**config.mk**
```make
export PLATFORM = sky130hd
export DESIGN_NAME = counter_seq_ctrl
export DESIGN_NICKNAME = d
export VERILOG_FILES = /design/src/rtl/counter_seq_ctrl.sv
export SDC_FILE = /design/constraint.sdc
export NUM_CORES = 1
export LEC_CHECK = 0
export CAP_MARGIN = 0
export CORE_MARGIN = 8
export CORE_UTILIZATION = 55
export DETAILED_ROUTE_END_ITERATION = 16
export PLACE_DENSITY = 0.85
export SETUP_SLACK_MARGIN = 0.05
export SLEW_MARGIN = 20
export SYNTH_ARGS = -nofsm -noshare
export SYNTH_HDL_FRONTEND = slang
export SYNTH_SLANG_ARGS = --single-unit
```
**constraint.sdc**
```tcl
create_clock -name clk -period 6.5 [get_ports clk]
set_clock_uncertainty 0.2 [all_clocks]
set_input_delay 1.3 -clock clk [delete_from_list [all_inputs] [get_ports clk]]
set_output_delay 1.3 -clock clk [all_outputs]
set_load 0.03 [all_outputs]
```
**src/rtl/counter_seq_ctrl.sv**
```systemverilog
`default_nettype none
// ============================================================================
// Module      : counter_seq_ctrl
// Description : Sweep sequencer for a 4-bit up/down counter. It accepts
//               single-sweep or ping-pong commands over valid/ready and is
//               the sole driver of the counter's load/mode/data pins.
// Revision    : 1.0 - initial release
// ============================================================================
module counter_seq_ctrl #(
  parameter int WIDTH = 4,
  parameter int REP_W = 4
) (
  input  logic             clk,
  input  logic             reset,
  input  logic             cmd_valid,
  output logic             cmd_ready,
  input  logic [WIDTH-1:0] cmd_start,
  input  logic [WIDTH-1:0] cmd_end,
  input  logic             cmd_pingpong,
  input  logic [REP_W-1:0] cmd_legs,
  input  logic             abort,
  output logic             cnt_load,
  output logic             cnt_mode,
  output logic [WIDTH-1:0] cnt_data,
  input  logic [WIDTH-1:0] cnt_count,
  output logic             busy,
  output logic             done,
  output logic             aborted
);

  typedef enum logic [1:0] {
    S_IDLE = 2'd0,
    S_LOAD = 2'd1,
    S_RUN  = 2'd2,
    S_DONE = 2'd3
  } state_t;

  localparam logic [REP_W-1:0] c_one = {{(REP_W-1){1'b0}}, 1'b1};

  state_t           r_state;
  logic [WIDTH-1:0] r_tgt;        // endpoint of the current leg
  logic [WIDTH-1:0] r_alt;        // endpoint of the next leg (start value)
  logic             r_dir;        // 1 = counting up
  logic [REP_W-1:0] r_legs_left;  // legs still to run after the current one
  logic [WIDTH-1:0] r_hold;       // value the counter is parked on when idle
  logic             r_aborted;    // current command was ended by abort

  logic             w_match;
  logic [REP_W-1:0] w_legs_init;

  assign w_match = (cnt_count == r_tgt);

  // A leg count of 0 behaves like 1; single sweeps always run exactly one leg.
  assign w_legs_init = (cmd_pingpong && (cmd_legs != '0)) ? (cmd_legs - c_one) : '0;

  // Sequencer state and command registers.
  always_ff @(posedge clk or negedge reset) begin
    if (!reset) begin
      r_state     <= S_IDLE;
      r_tgt       <= '0;
      r_alt       <= '0;
      r_dir       <= 1'b1;
      r_legs_left <= '0;
      r_hold      <= '0;
      r_aborted   <= 1'b0;
    end else begin
      case (r_state)
        S_IDLE: begin
          if (cmd_valid) begin
            r_tgt       <= cmd_end;
            r_alt       <= cmd_start;
            r_dir       <= (cmd_end > cmd_start);
            r_legs_left <= w_legs_init;
            r_aborted   <= 1'b0;
            r_state     <= S_LOAD;
          end
        end
        S_LOAD: begin
          if (abort) begin
            r_hold    <= cnt_count;
            r_aborted <= 1'b1;
            r_state   <= S_DONE;
          end else begin
            r_state <= S_RUN;
          end
        end
        S_RUN: begin
          if (abort) begin
            r_hold    <= cnt_count;
            r_aborted <= 1'b1;
            r_state   <= S_DONE;
          end else if (w_match) begin
            if (r_legs_left != '0) begin
              // Turn around: the counter dwells on the endpoint this cycle.
              r_tgt       <= r_alt;
              r_alt       <= r_tgt;
              r_dir       <= ~r_dir;
              r_legs_left <= r_legs_left - c_one;
            end else begin
              r_hold  <= r_tgt;
              r_state <= S_DONE;
            end
          end
        end
        S_DONE: begin
          r_aborted <= 1'b0;
          r_state   <= S_IDLE;
        end
        default: begin
          r_state <= S_IDLE;
        end
      endcase
    end
  end

  // Counter drive and status; RUN and abort outputs follow the live count.
  always_comb begin
    cmd_ready = 1'b0;
    cnt_load  = 1'b1;
    cnt_mode  = r_dir;
    cnt_data  = r_hold;
    busy      = 1'b0;
    done      = 1'b0;
    aborted   = 1'b0;
    case (r_state)
      S_IDLE: begin
        cmd_ready = 1'b1;
      end
      S_LOAD: begin
        busy     = 1'b1;
        cnt_data = abort ? cnt_count : r_alt;
      end
      S_RUN: begin
        busy = 1'b1;
        if (abort) begin
          cnt_load = 1'b1;
          cnt_data = cnt_count;
        end else begin
          cnt_load = w_match;
          cnt_data = r_tgt;
        end
      end
      S_DONE: begin
        done    = 1'b1;
        aborted = r_aborted;
      end
      default: begin
        cnt_load = 1'b1;
      end
    endcase
  end

endmodule
`default_nettype wire

```
==> results by stage <==
Timing:
- The relative max-transition margin is between 30% and 40%.
- In the final timing run, aggregate negative setup slack is 0 ns.
- The achievable clock frequency is a little over 0.2 GHz.
- The final number of hold-violating endpoints is 0.
- For the pin with the worst max-slew slack, the measured transition is around 0.95 ns.
- Setup violations remaining at the end of the flow were counted as 0.
- The number of pins with negative max-slew slack in the final report was 0.
- The post-route fraction of the period consumed by the critical path is ~75%.
- After layout, the minimum clock period comes to 4.86 ns.
- Setup repair after global routing left no endpoint under its margin.

Synth:
- The top cell type's share of synthesized area is a little under a third.
- In this run the mean area of a mapped cell was ~8.8 um^2.
- The proportion of synthesized chip area in sequential cells is between 30 and 40%.
- Sorting the synthesized cells by area gives the leading types as sky130_fd_sc_hd__dfrtp_1 (31%), sky130_fd_sc_hd__ha_1 (9.0%), sky130_fd_sc_hd__mux2i_1 (5.2%).
- The number of nets handed over by synthesis was around 200.
- The post-synthesis instance area is approximately 1500 um^2.
- The most used flip-flop cell after synthesis is sky130_fd_sc_hd__dfrtp_1.
- The cell count after synthesis came out at approximately 170.
- For this run, asynchronously set or reset flops after synthesis account for 100%.
- The commonest cells after synthesis are sky130_fd_sc_hd__inv_1 (20), sky130_fd_sc_hd__dfrtp_1 (19), sky130_fd_sc_hd__nor2_1 (17).
- Among all cell types in the netlist, the one instantiated most often is sky130_fd_sc_hd__inv_1.
- Synthesis inferred 20 register bits.
- Counting flops with a built-in enable in the synthesized netlist gives 0.
- Summed over all instances, the cell type with the most area after synthesis is sky130_fd_sc_hd__dfrtp_1.
- The number of warning messages in the yosys log is 0.
- The distinct cell type count after synthesis is 35.

Place:
- Routability-driven placement finished with a final weighted congestion of between 0.8 and 0.9.
- Buffers placed on the I/O ports in this run total 30.
- The placed instance area is about 1800 um^2.
- The placed wire-length estimate after detailed placement is about 2800 um.

Die:
- The starting density of the core is between 50% and 60%.
- The total area inside the core boundary comes to roughly 2700 um^2.
- The number of top-level pins is 31.
- The number of cell rows is 19.
- The die covers between 4000 and 5000 um^2.
- The vertical extent of the die is 68.8 um.
- The floorplan die width is just under 70 um.

Clock tree:
- TritonCTS built the clock tree.
- The latest clock arrival within the worst-skew pair is around 0.3 ns.
- Counting every sink on the clock net gives 20.
- In this run the deepest clock path goes through 2 buffers.
- The TritonCTS buffer count is 3.
- The clock edge transition at the registers on the reported setup and hold paths is ~0.12 ns.
- After clock tree synthesis, the setup repair step added 0 buffers.
- The depth of the CTS H-tree is 1.
- The library cell used as clock root buffer is sky130_fd_sc_hd__clkbuf_4.
- The quantity of hold-fixing buffers added after cts is 0.
- The number of resized instances in the post-cts repair step is 0.

Outcome:
- The run finished with clean final reports.

Finish:
- Of the cells placed in the final design, the portion with a size suffix greater than 1 is under 10%.
- The final standard cell area without fillers is roughly 1800 um^2.
- Fill cells in the final layout number 212.
- Summing all multi-input logic gate instances after layout gives between 800 and 900 um^2.
- The footprint of the flip-flops and latches is between 500 and 600 um^2.
- The number of antenna diodes in the final layout is 0.
- In the final design database the tool counted roughly 230 nets.
- Relative to the synthesized area, the layout overhead comes to 20.6%.

Global route:
- In this run the most used layer during global routing was met2.
- The global-route track usage on met3 is 3.55%.
- The number of antenna violations at the first check in global routing is 0.
- The via count of the first global-routing pass is 1,322.
- The pin count of the biggest net entering global routing is 29.
- The met1 layer usage reported by global route is 18.9%.
- The total overflow reported by the global router is 0.
- The met2 layer usage reported by global route is 28.2%.
- The aggregate global-route resource usage is about 16%.
- The first-pass GRT wire length is approximately 6000 um.

Drt:
- The count of unresolved DRC violations after routing is 0.
- The detailed-route via count is 1,347.
- For this block, the initial DRC count from the detailed router was between 60 and 70.
- Dividing the detail-routed via count by the number of cells gives about 5.8.
- The first TritonRoute pass finished after 4 iterations.
- Dividing the detail-routed wire length by the instance count gives roughly 16 um.
- The final antenna-violating net count is 0.
- The total length of routed wires is about 3600 um.

Pwr:
- The worst supply voltage drop on vdd is 0.402 mV.
- The total power divided by cell area is 501 nW/um^2.
- The analysis attributes to cell leakage a power of between 0.0008 and 0.0009 uW.

Min path:
- The class of the tightest hold or removal check is flop to flop.
- Along the worst hold path, the cell count comes to 1.

Setup path:
- The critical path endpoint category is an output pin.
- The depth of the most critical reg-to-reg path is 8.
- The element type at the critical path start is an input port.
- The worst setup path is of the input port to output pin kind.
- In this design, the critical path's most frequently occurring cell is sky130_fd_sc_hd__clkdlybuf4s50_1.
- The required time reported for the critical path endpoint is ~5.0 ns.
- The arrival time of the worst setup path is 3.36 ns.
- The delay of the slowest critical-path stage is 0.79 ns.
- Along the worst path, the maximum fanout reaches 17.
- Among all stages on the critical path, the largest delay is contributed by sky130_fd_sc_hd__clkdlybuf4s50_1.
- Traced cell by cell, the critical path runs through clkdlybuf4s50_1 > nand2_1 > o21ai_0 > a22oi_1 > a21oi_1 > clkdlybuf4s50_1.

Flow run:
- The reported max-cap violation count is 0.
[final timing paths]
path	startpoint	slack, ns	to
max	abort	1.64	cnt_data[2]
min	r_aborted	0.31	r_aborted
max reg2reg	r_state[0]	3.31	r_legs_left[1]
min reg2reg	r_aborted	0.31	r_aborted
max in group asynchronous	reset	4.21	r_legs_left[1]
min in group asynchronous	reset	1.31	r_state[1]
[final cells by class]
cell class / count / area share [%]
clock buffer: 4 / 1.42
sequential: 20 / 27.1
multi-input combinational: 126 / 48.4
timing repair buffer: 31 / 16.9
inverter: 20 / 4.06
tap: 31 / 2.10
[stage by stage]
stage	std cells	power, uW	setup WS [ns]	utilization [%]	hold slack (ns)
global route	232	989	1.48	68.2	0.351
global placement	227	830	1.73	66.8	0.264
finish	232	926	1.64	68.2	0.309
detailed placement	227	860	1.65	66.8	0.289
floorplan	174	676	2.65	-	0.252
CTS	231	923	1.64	67.8	0.316
[cell usage in the layout (no fill, tap or decap), types with 3 or more instances in the layout]
cell,count
sky130_fd_sc_hd__clkdlybuf4s50_1,30
sky130_fd_sc_hd__a22oi_1,5
sky130_fd_sc_hd__dfrtp_1,19
sky130_fd_sc_hd__a21oi_1,7
sky130_fd_sc_hd__ha_1,11
sky130_fd_sc_hd__nand4_1,3
sky130_fd_sc_hd__xnor2_1,4
sky130_fd_sc_hd__a21oi_2,9
sky130_fd_sc_hd__nand3_1,4
sky130_fd_sc_hd__nand2_1,12
sky130_fd_sc_hd__o221ai_1,3
sky130_fd_sc_hd__mux2i_1,8
sky130_fd_sc_hd__clkbuf_4,3
sky130_fd_sc_hd__o21ai_0,15
sky130_fd_sc_hd__mux2_2,4
sky130_fd_sc_hd__inv_1,20
sky130_fd_sc_hd__nor2_1,17
[critical path, delay by kind of cell]
family,cells,cell delay (ns)
buf+inv,2,1.49
compound gates,3,0.45
simple gates,1,0.13
[report_power, final]
group	internal [uW]	total [uW]	switching [uW]
Sequential	191	250	59.1
Combinational	260	611	351
Clock	23.9	64.8	41.0
Total	475	926	451
[cells by family (layout without fill, tap and decap cells)]
group           count (synthesis)  in the layout  synth area share, %
xor+xnor                        6              6                 3.43
mux                            12             12                 8.16
flops                          20             20                 32.7
compound gates                 48             48                 22.0
buf+inv                        28             55                 8.90
fa+ha+maj                      11             11                 8.98
simple gates                   49             49                 15.8
[metal layers]
layer	vias to the layer above	routed length [um]
met5	-	0
met4	0	14
met3	2	262
met2	50	1860
met1	640	1480
li1	655	-
[state kept, by name (all words and copies together) (netlist names)]
| name | cells |
|---|---|
| r_tgt | 4 |
| r_alt | 4 |
| r_aborted | 1 |
| r_legs_left | 4 |
| cnt_mode | 1 |
| r_hold | 4 |
| r_state | 2 |
No activity file was read; power rests on OpenSTA's default activity.
